**src/rtl/com_ecc_pkg.sv**
```systemverilog
// rtl/com_ecc_pkg.sv - shared types and helpers for the ECC scrub controller
// Purpose: scrub FSM state enum, ECC error bit indices, saturating increment.
// Ports: none (package).
package com_ecc_pkg;

  typedef enum logic [2:0] {
    ST_IDLE,
    ST_WAIT,
    ST_RD,
    ST_LAT,
    ST_WB,
    ST_NEXT
  } scrub_state_e;

  localparam int ERR_CE = 0;
  localparam int ERR_UE = 1;

  // Saturating increment for counters of up to 32 bits; holds at all ones.
  function automatic logic [31:0] sat_inc(input logic [31:0] val, input int unsigned width);
    logic [32:0] lim;
    lim = (33'd1 << width) - 33'd1;
    return (val == lim[31:0]) ? val : val + 32'd1;
  endfunction

endpackage

```
**src/rtl/com_sat_cnt.sv**
```systemverilog
// rtl/com_sat_cnt.sv - saturating event counter
// Purpose: counts single-cycle inc requests, sticks at all ones.
// Ports: clk, rst_n (async active-low), inc (count enable), cnt (current value).
module com_sat_cnt
  import com_ecc_pkg::*;
#(
  parameter int W = 16
) (
  input  logic         clk,
  input  logic         rst_n,
  input  logic         inc,
  output logic [W-1:0] cnt
);

  always_ff @(posedge clk or negedge rst_n) begin
    if (!rst_n) begin
      cnt <= '0;
    end else if (inc) begin
      cnt <= W'(sat_inc(32'(cnt), W));
    end
  end

endmodule

```
**src/rtl/com_ecc_scrub_ctrl.sv**
```systemverilog
// rtl/com_ecc_scrub_ctrl.sv - background ECC scrubber in front of an ECC SP-RAM shell
// Purpose: walks all RAM addresses in user-idle cycles, writes back corrected
//   data on correctable errors, counts CE/UE events. User port has priority.
// Ports: clk, rst_n; cfg_scrub_en/cfg_interval (config); usr_* (functional
//   port, passed through when usr_ce_n=0); ram_* (to/from shell);
//   o_ce_cnt/o_ue_cnt (saturating counts), o_ue_addr (first UE address),
//   o_pls_pass_done (pulse per completed pass).
// Optional: COM_ECC_SCRUB_UE_LOG_EN enables the first-UE address capture;
//   without it o_ue_addr is tied to 0.
module com_ecc_scrub_ctrl
  import com_ecc_pkg::*;
#(
  parameter  int DATA_W = 32,
  parameter  int DEPTH  = 64,
  parameter  int STRB_W = 1,
  parameter  int RD_LAT = 1,
  parameter  int INTV_W = 16,
  parameter  int CNT_W  = 16,
  localparam int ADDR_W = $clog2(DEPTH)
) (
  input  logic              clk,
  input  logic              rst_n,
  input  logic              cfg_scrub_en,
  input  logic [INTV_W-1:0] cfg_interval,
  input  logic              usr_ce_n,
  input  logic [STRB_W-1:0] usr_we,
  input  logic [ADDR_W-1:0] usr_addr,
  input  logic [DATA_W-1:0] usr_wr_data,
  output logic [DATA_W-1:0] usr_rd_data,
  output logic              ram_ce_n,
  output logic [STRB_W-1:0] ram_we,
  output logic [ADDR_W-1:0] ram_addr,
  output logic [DATA_W-1:0] ram_wr_data,
  input  logic [DATA_W-1:0] ram_rd_data,
  input  logic [1:0]        ram_ecc_err,
  output logic [CNT_W-1:0]  o_ce_cnt,
  output logic [CNT_W-1:0]  o_ue_cnt,
  output logic [ADDR_W-1:0] o_ue_addr,
  output logic              o_pls_pass_done
);

  scrub_state_e      state_q, state_d;
  logic [ADDR_W-1:0] scrub_addr_q;
  logic [INTV_W-1:0] intv_q;
  logic [2:0]        lat_q;
  logic [DATA_W-1:0] data_q;
  logic              hazard_q;
  logic              pass_q;

  logic              scr_ce_n;
  logic [STRB_W-1:0] scr_we;
  logic              ce_inc, ue_inc, capture;
  logic              usr_wr_hit, lat_done, addr_last;

  // A user write to the item being scrubbed makes the latched data stale.
  assign usr_wr_hit = !usr_ce_n && (|usr_we) && (usr_addr == scrub_addr_q);
  assign lat_done   = (lat_q == 3'd0);
  assign addr_last  = (scrub_addr_q == ADDR_W'(DEPTH - 1));

  always_comb begin
    state_d  = state_q;
    scr_ce_n = 1'b1;
    scr_we   = '0;
    ce_inc   = 1'b0;
    ue_inc   = 1'b0;
    capture  = 1'b0;
    case (state_q)
      ST_IDLE: if (cfg_scrub_en) state_d = ST_WAIT;
      ST_WAIT: begin
        if (!cfg_scrub_en) state_d = ST_IDLE;
        else if (intv_q <= INTV_W'(1)) state_d = ST_RD;
      end
      ST_RD: begin
        if (usr_ce_n) begin
          scr_ce_n = 1'b0;
          state_d  = ST_LAT;
        end
      end
      ST_LAT: begin
        if (lat_done) begin
          state_d = ST_NEXT;
          if (ram_ecc_err[ERR_UE]) begin
            ue_inc = 1'b1;
          end else if (ram_ecc_err[ERR_CE]) begin
            if (hazard_q || usr_wr_hit) ce_inc = 1'b1;
            else begin
              capture = 1'b1;
              state_d = ST_WB;
            end
          end
        end
      end
      ST_WB: begin
        if (usr_wr_hit) begin
          ce_inc  = 1'b1;
          state_d = ST_NEXT;
        end else if (usr_ce_n) begin
          scr_ce_n = 1'b0;
          scr_we   = '1;
          ce_inc   = 1'b1;
          state_d  = ST_NEXT;
        end
      end
      ST_NEXT: state_d = cfg_scrub_en ? ST_WAIT : ST_IDLE;
      default: state_d = ST_IDLE;
    endcase
  end

  always_ff @(posedge clk or negedge rst_n) begin
    if (!rst_n) begin
      state_q      <= ST_IDLE;
      scrub_addr_q <= '0;
      intv_q       <= '0;
      lat_q        <= '0;
      data_q       <= '0;
      hazard_q     <= 1'b0;
      pass_q       <= 1'b0;
    end else begin
      state_q <= state_d;
      pass_q  <= (state_q == ST_NEXT) && addr_last;
      if (capture) data_q <= ram_rd_data;
      case (state_q)
        ST_IDLE: intv_q <= cfg_interval;
        ST_WAIT: if (intv_q != '0) intv_q <= intv_q - INTV_W'(1);
        ST_RD: begin
          lat_q    <= 3'(RD_LAT - 1);
          hazard_q <= 1'b0;
        end
        ST_LAT: begin
          if (usr_wr_hit) hazard_q <= 1'b1;
          if (!lat_done) lat_q <= lat_q - 3'd1;
        end
        ST_NEXT: begin
          intv_q       <= cfg_interval;
          scrub_addr_q <= addr_last ? '0 : scrub_addr_q + ADDR_W'(1);
        end
        default: ;
      endcase
    end
  end

  com_sat_cnt #(.W(CNT_W)) u_ce_cnt (.clk(clk), .rst_n(rst_n), .inc(ce_inc), .cnt(o_ce_cnt));
  com_sat_cnt #(.W(CNT_W)) u_ue_cnt (.clk(clk), .rst_n(rst_n), .inc(ue_inc), .cnt(o_ue_cnt));

`ifdef COM_ECC_SCRUB_UE_LOG_EN
  logic [ADDR_W-1:0] ue_addr_q;
  always_ff @(posedge clk or negedge rst_n) begin
    if (!rst_n) ue_addr_q <= '0;
    else if (ue_inc && (o_ue_cnt == '0)) ue_addr_q <= scrub_addr_q;
  end
  assign o_ue_addr = ue_addr_q;
`else
  assign o_ue_addr = '0;
`endif

  assign o_pls_pass_done = pass_q;

  // User port wins combinationally; scrub request only when the user is idle.
  assign ram_ce_n    = usr_ce_n ? scr_ce_n : 1'b0;
  assign ram_we      = usr_ce_n ? scr_we : usr_we;
  assign ram_addr    = usr_ce_n ? scrub_addr_q : usr_addr;
  assign ram_wr_data = usr_ce_n ? data_q : usr_wr_data;
  assign usr_rd_data = ram_rd_data;

endmodule

```
**config.mk**
```make
export PLATFORM = sky130hd
export DESIGN_NAME = com_ecc_scrub_ctrl
export DESIGN_NICKNAME = d
export VERILOG_FILES = /design/src/rtl/com_ecc_pkg.sv /design/src/rtl/com_sat_cnt.sv /design/src/rtl/com_ecc_scrub_ctrl.sv
export SDC_FILE = /design/constraint.sdc
export NUM_CORES = 1
export LEC_CHECK = 0
export ABC_AREA = 1
export CORE_MARGIN = 3
export CORE_UTILIZATION = 45
export CTS_CLUSTER_DIAMETER = 120
export CTS_CLUSTER_SIZE = 24
export DETAILED_ROUTE_END_ITERATION = 8
export PLACE_DENSITY = 0.84
export REMOVE_ABC_BUFFERS = 1
export SYNTH_ARGS = -nofsm -noshare
export SYNTH_HDL_FRONTEND = slang
export SYNTH_HIERARCHICAL = 1
export SYNTH_SLANG_ARGS = --single-unit
export TNS_END_PERCENT = 30
```
**constraint.sdc**
```tcl
create_clock -name clk -period 2.1 [get_ports clk]
set_input_delay 0.21 -clock clk [delete_from_list [all_inputs] [get_ports clk]]
set_output_delay 0.21 -clock clk [all_outputs]
set_load 0.02 [all_outputs]
```
Word level (Yosys, flattened, before mapping)
Index checks and enable logic that the tools add are counted.
Widths: inputs -> output; s select.
{"block": "op_classes", "addsub": 5, "mul": 0, "n_div": 0, "n_lt_le_gt_ge": 1, "eq_ne": 17, "shift": 0, "muxes": 42, "bitwise": 2, "n_reduce_logical": 17}
{"cell": "$add 16x1->16 const B", "n": 2}
{"cell": "$eq 16x16->1 const B", "n": 2}
{"cell": "$mux 32", "n": 1}
{"cell": "$pmux 16 s2", "n": 1}
{"cell": "$mux 1", "n": 24}
{"cell": "$mux 3", "n": 8}
{"cell": "$pmux 3 s6", "n": 1}
{"cell": "$le 16x1->1 const B", "n": 1}
{"cell": "$mux 16", "n": 1}
{"cell": "$reduce_bool 16->1", "n": 1}
{"cell": "$sub 16x1->16 const B", "n": 1}
{"cell": "$mux 6", "n": 2}
{"cell": "$ne 2x2->1 const B", "n": 6}
{"cell": "$reduce_and 2->1", "n": 5}
{"cell": "$add 6x1->6 const B", "n": 1}
{"cell": "$eq 3x2->1 const B", "n": 2}
{"cell": "$eq 3x3->1 const B", "n": 2}
{"cell": "$eq 6x6->1", "n": 1}
{"cell": "$eq 6x6->1 const B", "n": 1}
{"cell": "$logic_not 3->1", "n": 2}
{"cell": "$ne 3x3->1 const B", "n": 2}
{"cell": "$pmux 1 s2", "n": 3}
{"cell": "$pmux 3 s2", "n": 1}
{"cell": "$reduce_and 5->1", "n": 1}
{"cell": "other kinds (8)", "n": 12}
{"block": "word_totals", "register_bits": 94, "latch_bits": 0, "mem_bits_rw": 0, "rom_bits": 0, "inputBits": 93, "out_inout_bits": 111, "n_memories": 0}

Depth between registers and ports, before layout
Gate-level depths: netlist (run 1).
{"block": "logic_depth", "depth_word": 10, "depth_mapped": 17, "depth_no_buf": 17}

By module
Netlist (run 1), hierarchy kept.
{"module": "com_ecc_scrub_ctrl", "n_inst": 1, "cells_per_inst": 601, "area_each_um2": 4319.1}
{"module": "com_sat_cnt", "n_inst": 2, "cells_per_inst": 152, "area_each_um2": 1028.5}

Least setup slack after synthesis (run 1)
OpenSTA, ideal clock, no wires.
{"block": "synth_timing", "path_kind": "reg2reg", "from": "register lat_q[0]", "to": "register u_ce_cnt.cnt[15]", "setup_time_ns": 0.117, "arrival_time_ns": 1.712, "required_ns": 1.983, "slack_ns": 0.271, "path_stages_with_launch": 15, "period_less_slack_ns": 1.829, "path_cell_list": "dfrtp_1 > inv_1 > ha_1 > ha_1 > inv_1 > nor2_4 > o211ai_1 > nand2_1 > nand2_1 > nor2_1 > nand2_1 > nor2_2 > nand3_1 > nand2_1 > nand2_1"}
{"block": "synth_between", "elab_chain_cells": 4}
{"element": "start, declared", "line": "com_ecc_scrub_ctrl.sv:45", "text": "logic [2:0] lat_q;"}
{"element": "start signal, assigned", "line": "com_ecc_scrub_ctrl.sv:126", "text": "lat_q <= 3'(RD_LAT - 1);"}
{"element": "start signal, assigned", "line": "com_ecc_scrub_ctrl.sv:131", "text": "if (!lat_done) lat_q <= lat_q - 3'd1;"}
{"element": "$logic_not 3->1", "line": "com_ecc_scrub_ctrl.sv:57", "text": "assign lat_done = (lat_q == 3'd0);"}
{"element": "$mux 1", "line": "com_ecc_scrub_ctrl.sv:80", "text": "if (lat_done) begin"}
{"element": "$pmux 1 s2", "line": "com_ecc_scrub_ctrl.sv:67", "text": "case (state_q)"}
{"element": "via ce_inc", "line": "com_ecc_scrub_ctrl.sv:52", "text": "logic ce_inc, ue_inc, capture;"}
{"element": "$reduce_and 2->1 (no line)"}
{"element": "end signal, assigned", "line": "com_sat_cnt.sv:19", "text": "cnt <= W'(sat_inc(32'(cnt), W));"}
{"element": "end, declared", "line": "com_sat_cnt.sv:12", "text": "output logic [W-1:0] cnt"}
The timed path passes the listed nets, and every way through them passes these cells.
A chain may end at the register's enable or synchronous reset.

Worst setup path in the final report (run 1)
{"block": "layout_timing", "from": "input usr_ce_n", "to": "output ram_wr_data[4]"}
{"block": "layout_between", "elab_chain_cells": 1}
{"element": "start, declared", "line": "com_ecc_scrub_ctrl.sv:25", "text": "input logic usr_ce_n,"}
{"element": "$mux 32", "line": "com_ecc_scrub_ctrl.sv:162", "text": "assign ram_wr_data = usr_ce_n ? data_q : usr_wr_data;"}
{"element": "end, declared", "line": "com_ecc_scrub_ctrl.sv:33", "text": "output logic [DATA_W-1:0] ram_wr_data,"}
Every way passes these cells.

==> metrics.csv, run 1 <==
metric,value,unit
setup repair after global routing missed its margin,true,
Synth cell types,40,
Synth Instances,905,
Clock Tree Buf Depth,2,
slack of the critical path,0.02573,ns
average size of a mapped cell,7.045,sq um
port bufs,197,
number of synthesized flops with an enable pin,0,
Die ar.,15630,sq um
final wirelength,16420,microns
synth cell count leaders,"317 x nand2_1, 98 x inv_1, 94 x dfrtp_1",
routability cong.,0.8752,
f_max,482.1,MHz
Adder-Cell Fraction of Synth Area,0.01570,
Die Width,125.0,microns
Critical Path Fanout Max,32,
Post-synth ARST share,1.000,
sequential cell area,2354,sq um
run status,"finished, final reports clean",
CORE AREA,13560,sq um
first-pass GRT wire length,27010,microns
initial antenna violation count,0,
worst slack on hold paths,0.4297,ns
Root Driver,clkbuf_16,
worst skew pair latency,0.35,ns
ys flop type,dfrtp_1,
DR WL/cell,13.03,microns
Startpoint Class,primary input,
CTS tree,done,
multi-input logic area,3181,sq um
max_cap viols,0,
global-route usage over all layers,0.2074,
Pleak,4.363,nW
vias in the first global route,5879,
routed vias/inst,4.844,
Synth Area in XOR/XNOR,0.02060,
layout cells sized above 1,0.1439,
Synth Area in Compound Gates,0.09910,
fin crit period,2.074,ns
area delta synth->final,36.56,%
Yosys top cell area share,0.3689,
Die Y,125.0,microns
dominant cells by area after synthesis,"dfrtp_1 37%, nand2_1 19%, inv_1 5.8%",
starting density of the core,0.4703,
post-synthesis mux area share,0,
Pwr Total,8.139,mW
most common cell in the netlist,nand2_1,
Seq cells post-synth,94,
slowest cell on the critical path,clkdlybuf4s50_1,
Mapped Area,6376,sq um
Sink Count,94,
cell taking the most area after synthesis,dfrtp_1,
DRT antenna net count,0,
"Hold Violations, Final",0,
total CTS buffers,9,
worst vdd rail ir drop,0.6472,mV
Cell Pwr Density,934.8,nW/um^2
FILL cells,1189,
# H-tree levels,3,
min-delay worst type,in2reg,
largest net degree at the start of global routing,95,
CP peak stage delay,0.61,ns
drt drc,0,
crit-path cells,"clkdlybuf4s50_1, buf_8, nand2_1, nand2_1, clkdlybuf4s50_1",
Synth Area in Simple Gates,0.3560,
sequential-to-total area share from yosys stat,0.3689,
CP endpoint kind,output port,
final setup fails,0,
Iteration-0 DRC Markers,330,
final setup skew,0.01162,ns
"Req. time, crit path",1.89,ns
measured slew at the worst slew-check pin,0.5183,ns
grt ovf,0,
# nets final,1180,
# rows,42,
"Clk pin slew, worst setup/hold paths",0.06,ns
dpl ws,-0.1796,ns
Slew headroom,0.6544,
Pre-antenna DRT Iters,4,
Slew Limit Fails,0,
number of diodes,0,
post-DP HPWL,12440,microns
via count,6104,
CP arrival,1.86,ns
largest family of logic cells by synthesized area,simple AND/OR/NAND/NOR gates,
kind of critical path,in2out,
IO Pins,204,
synth warn,6,
fin crit share,0.9877,
==> layer usage <==
layer	track usage	part of all wire
met5	0	0
met4	0.05166	0.018
met1	0.2434	0.41
met2	0.3705	0.51
met3	0.06354	0.064
==> cells by family (layout without fill, tap and decap cells) <==
family,count (synthesis),count (layout)
AO/OA/AOI/OAI,95,95
flip-flops,94,94
other,1,6
AND/OR/NAND/NOR,515,515
XOR/XNOR,15,15
adder cells (fa/ha/maj),8,8
buffers and inverters,177,351
==> critical path: cells and delay by family <==
family / cells / cell delay [ns]
buf+inv: 3 / 1.47
simple gates: 2 / 0.18
==> cell usage in the layout (no fill, tap or decap), types with 4 or more instances in the layout <==
master | netlist | routed
nor2_4 | 6 | 8
dlygate4sd2_1 | 0 | 6
nor2_2 | 9 | 10
dlymetal6s2s_1 | 0 | 17
clkdlybuf4s50_1 | 0 | 171
a21oi_1 | 6 | 6
nand3_1 | 31 | 31
clkinv_2 | 2 | 4
inv_1 | 98 | 97
nand3b_1 | 6 | 6
nor3_1 | 6 | 6
o21ai_1 | 24 | 24
ha_1 | 8 | 8
nand4_1 | 13 | 13
o21ai_2 | 32 | 32
o21ai_0 | 17 | 17
nor2_1 | 81 | 78
conb_1 | 1 | 6
clkbuf_16 | 0 | 9
nand2_2 | 38 | 39
o22ai_1 | 5 | 5
buf_4 | 42 | 17
nand2_1 | 317 | 316
nand2_4 | 4 | 4
xor2_1 | 13 | 13
dfrtp_1 | 94 | 93
inv_2 | 13 | 14
==> flip-flops by register name, summed over array words and instances (netlist names) <==
signal / cells
state_q: 3
intv_q: 16
lat_q: 3
o_pls_pass_done: 1
data_q: 32
scrub_addr_q: 6
u_ce_cnt/cnt: 16
u_ue_cnt/cnt: 16
hazard_q: 1
==> cell type report <==
cell class	count	area share
multi-input cells	639	0.3653
inverters	116	0.05087
repair buffers	219	0.2552
flip-flops and latches	94	0.2703
well taps	176	0.02529
clock buffers	13	0.03104
clock inverters	3	0.002012
==> power by group <==
group	switching, mW	internal, mW	leakage (nW)	total, mW
Clock	0.692	0.897	0.142	1.59
Sequential	0.504	2.35	1.23	2.86
Combinational	2.10	1.60	2.99	3.69
==> metrics by stage <==
step	std cells	util	setup TNS (ns)	instance area (sq um)
detailed placement	1240	0.6130	-2.096	8310
global placement	1240	0.6130	-1.186	8310
finish	1260	0.6422	0	8707
floorplan	849	-	-3.621	5951
CTS	1257	0.6351	-0.009868	8611
global route	1260	0.6422	-0.3788	8707
==> worst paths after layout <==
kind,slack (ns),end,cells after the start,from
hold / removal,0.43,intv_q[4],3,cfg_interval[4]
max in group asynchronous,1.24,data_q[25],3,rst_n
min in group asynchronous,0.44,u_ce_cnt/cnt[5],3,rst_n
hold reg to reg,0.48,data_q[18],2,data_q[18]
setup / recovery,0.03,ram_wr_data[4],5,usr_ce_n
setup reg to reg,0.15,u_ce_cnt/cnt[15],14,lat_q[0]
==> repair_timing <==
action / in CTS / in global routing
hold endpoints to repair: 94 / 0
endpoints found under the setup margin: 33 / 39
resized for setup: 10 / 28
hold buffers: 1 / 0
pin swaps: 0 / 0
buffers inserted: 0 / 3
Power figures use the tool's default switching activity.
==> run 2: changes to the inputs <==
--- a/config.mk
+++ b/config.mk
@@ -6,11 +6,13 @@
 export NUM_CORES = 1
 export LEC_CHECK = 0
 export ABC_AREA = 1
+export CORE_ASPECT_RATIO = 1.5
 export CORE_MARGIN = 3
 export CORE_UTILIZATION = 45
 export CTS_CLUSTER_DIAMETER = 120
 export CTS_CLUSTER_SIZE = 24
 export DETAILED_ROUTE_END_ITERATION = 8
+export GPL_TIMING_DRIVEN = 0
 export PLACE_DENSITY = 0.84
 export REMOVE_ABC_BUFFERS = 1
 export SYNTH_ARGS = -nofsm -noshare
==> metrics.csv, run 2 (synthesis gave the netlist of run 1 again) <==
metric,value,unit,change
DR WL/cell,13.94,microns,+7.0%
sequential cell area,2354,sq um,unchanged
Final Cell Area,8735,sq um,+0.32%
CP peak stage delay,0.42,ns,-0.19 ns
final setup skew,0.01020,ns,-0.001427 ns
# nets final,1181,,+0.085%
Setup TNS Final,-0.02588,ns,-0.02588 ns
area delta synth->final,36.99,%,
worst skew pair latency,0.34,ns,about the same
multi-input logic area,3298,sq um,+3.7%
CP endpoint kind,flip-flop,,
drt drc,0,,unchanged
slowest cell on the critical path,dfrtp_1,,
most frequent cells in the layout,"310 x nand2_1, 193 x clkdlybuf4s50_1, 95 x inv_1",,
Root Driver,clkbuf_16,,
"Clk pin slew, worst setup/hold paths",0.07,ns,about the same
f_max,472.7,MHz,-1.9%
kind of critical path,reg2reg,,
layout cells sized above 1,0.1576,,+0.01369
first-pass GRT wire length,27410,microns,+1.5%
initial antenna violation count,0,,unchanged
Die Width,103.2,microns,-17%
routability cong.,0.8514,,-2.7%
"Hold Violations, Final",0,,unchanged
global-route usage over all layers,0.2180,,+0.01058
port bufs,197,,unchanged
Critical Path Fanout Max,6,,-81%
run status,finished with violations,,
failing checks,setup timing,,
Placed Instances,1209,,-2.5%
worst slack on hold paths,0.4367,ns,+0.006952 ns
Pleak,4.114,nW,-5.7%
grt ovf,0,,unchanged
slack of the critical path,-0.01529,ns,-0.04102 ns
Die Y,151.8,microns,+21%
IO Pins,204,,unchanged
CP arrival,2.34,ns,+0.48 ns
Pre-antenna DRT Iters,4,,unchanged
starting density of the core,0.4667,,-0.003618
largest net degree at the start of global routing,51,,-46%
Cell Pwr Density,949.5,nW/um^2,+1.6%
final setup fails,2,,+2
# H-tree levels,3,,unchanged
max FFs per register,32,,unchanged
"most common cell after layout, fill and taps aside",nand2_1,,
total CTS buffers,9,,unchanged
final core occ,0.6393,,-0.002925
Slew Limit Fails,0,,unchanged
final non-filler cell total,1247,,-1.0%
post-DP HPWL,12190,microns,-2.1%
crit-path leading delay family,simple AND/OR/NAND/NOR gates,,
CORE AREA,13660,sq um,+0.78%
vias in the first global route,5939,,+1.0%
via count,6164,,+0.98%
final wirelength,17390,microns,+5.9%
Top reg by flops,data_q,,
max_cap viols,0,,unchanged
crit-path cells,"inv_2, nand2_1, nand2_1, inv_2, nand2_2, nor2_4, nand2_4, inv_2, o211ai_1, nand2_2, nand2_2, nor2_4, nand2_2, nor2_4, nand3_1, nand2_1, nand2_1",,
worst vdd rail ir drop,0.7259,mV,+12%
Slew headroom,0.5461,,-0.1084
min-delay worst type,in2async,,
Die ar.,15660,sq um,+0.18%
# rows,52,,+24%
dpl ws,-1.073,ns,-0.8933 ns
measured slew at the worst slew-check pin,0.6757,ns,+0.1574 ns
fin crit share,1.007,,+0.01954
DRT antenna net count,0,,unchanged
FILL cells,1170,,-1.6%
Startpoint Class,flip-flop,,
Iteration-0 DRC Markers,182,,-45%
"Req. time, crit path",2.32,ns,+0.43 ns
fin crit period,2.115,ns,+0.04102 ns
Pwr Total,8.294,mW,+1.9%
CTS tree,done,,
Clock Tree Buf Depth,2,,unchanged
Sink Count,94,,unchanged
placed instance area,8145,sq um,-2.0%
crit path buf inv count,3,,unchanged
number of diodes,0,,unchanged
routed vias/inst,4.943,,+2.0%
setup repair after global routing missed its margin,true,,
## run 2: changes by cell type in the layout (fill, tap and decap cells not counted), moves of 3 or more
| cell | change |
|---|---|
| nand2_2 | +5 |
| nor2_1 | -5 |
| dlymetal6s2s_1 | -17 |
| nor2_4 | +3 |
| clkdlybuf4s50_1 | +22 |
| clkinvlp_4 | +3 |
| nand4_4 | +3 |
| nand2_1 | -6 |
| buf_12 | -3 |
| dlygate4sd2_1 | -6 |
## run 2: final timing paths
path	from	end	slack, ns	depth (start not counted)
setup / recovery	scrub_addr_q[3]	u_ce_cnt/cnt[15]	-0.02	17
hold / removal	rst_n	u_ue_cnt/cnt[9]	0.44	2
setup reg to reg	scrub_addr_q[3]	u_ce_cnt/cnt[15]	-0.02	17
hold reg to reg	data_q[25]	data_q[25]	0.49	2
max in group asynchronous	rst_n	intv_q[15]	0.99	3
min in group clk	ram_rd_data[3]	data_q[3]	0.45	3
## run 2: metal layers
metal  share of wire  vias up  global-route usage  wire [microns]
li1                -     3105                   -               -
met1            0.40     2878              0.2614            6940
met2            0.54      161              0.3962            9465
met3           0.039       20             0.03527             678
met4           0.017        0             0.06027             301
met5               0        -                   0               0
## run 2: timing repair
action | 4_1_cts | 5_1_grt
hold endpoints to repair | 44 | 0
setup buffers | 6 | 10
hold buffers | 1 | 0
resized for setup | 17 | 22
pin swaps | 3 | 15
gates cloned | 2 | 3
endpoints found under the setup margin | 73 | 49
## run 2: area by class of cell
class,instances,share of cell area
Timing Repair Buffer,215,0.2432
Clock inverter,5,0.006733
Clock buffer,11,0.02779
Multi-Input combinational cell,643,0.3776
Tap cell,162,0.02321
Sequential cell,94,0.2694
Timing Repair inverter,1,0.0008595
Inverter,116,0.05114
## run 2: power breakdown
| part | switching, mW | total [mW] | internal, mW |
|---|---|---|---|
| Clock | 0.703 | 1.66 | 0.957 |
| Sequential | 0.500 | 2.85 | 2.35 |
| Combinational | 2.18 | 3.78 | 1.60 |
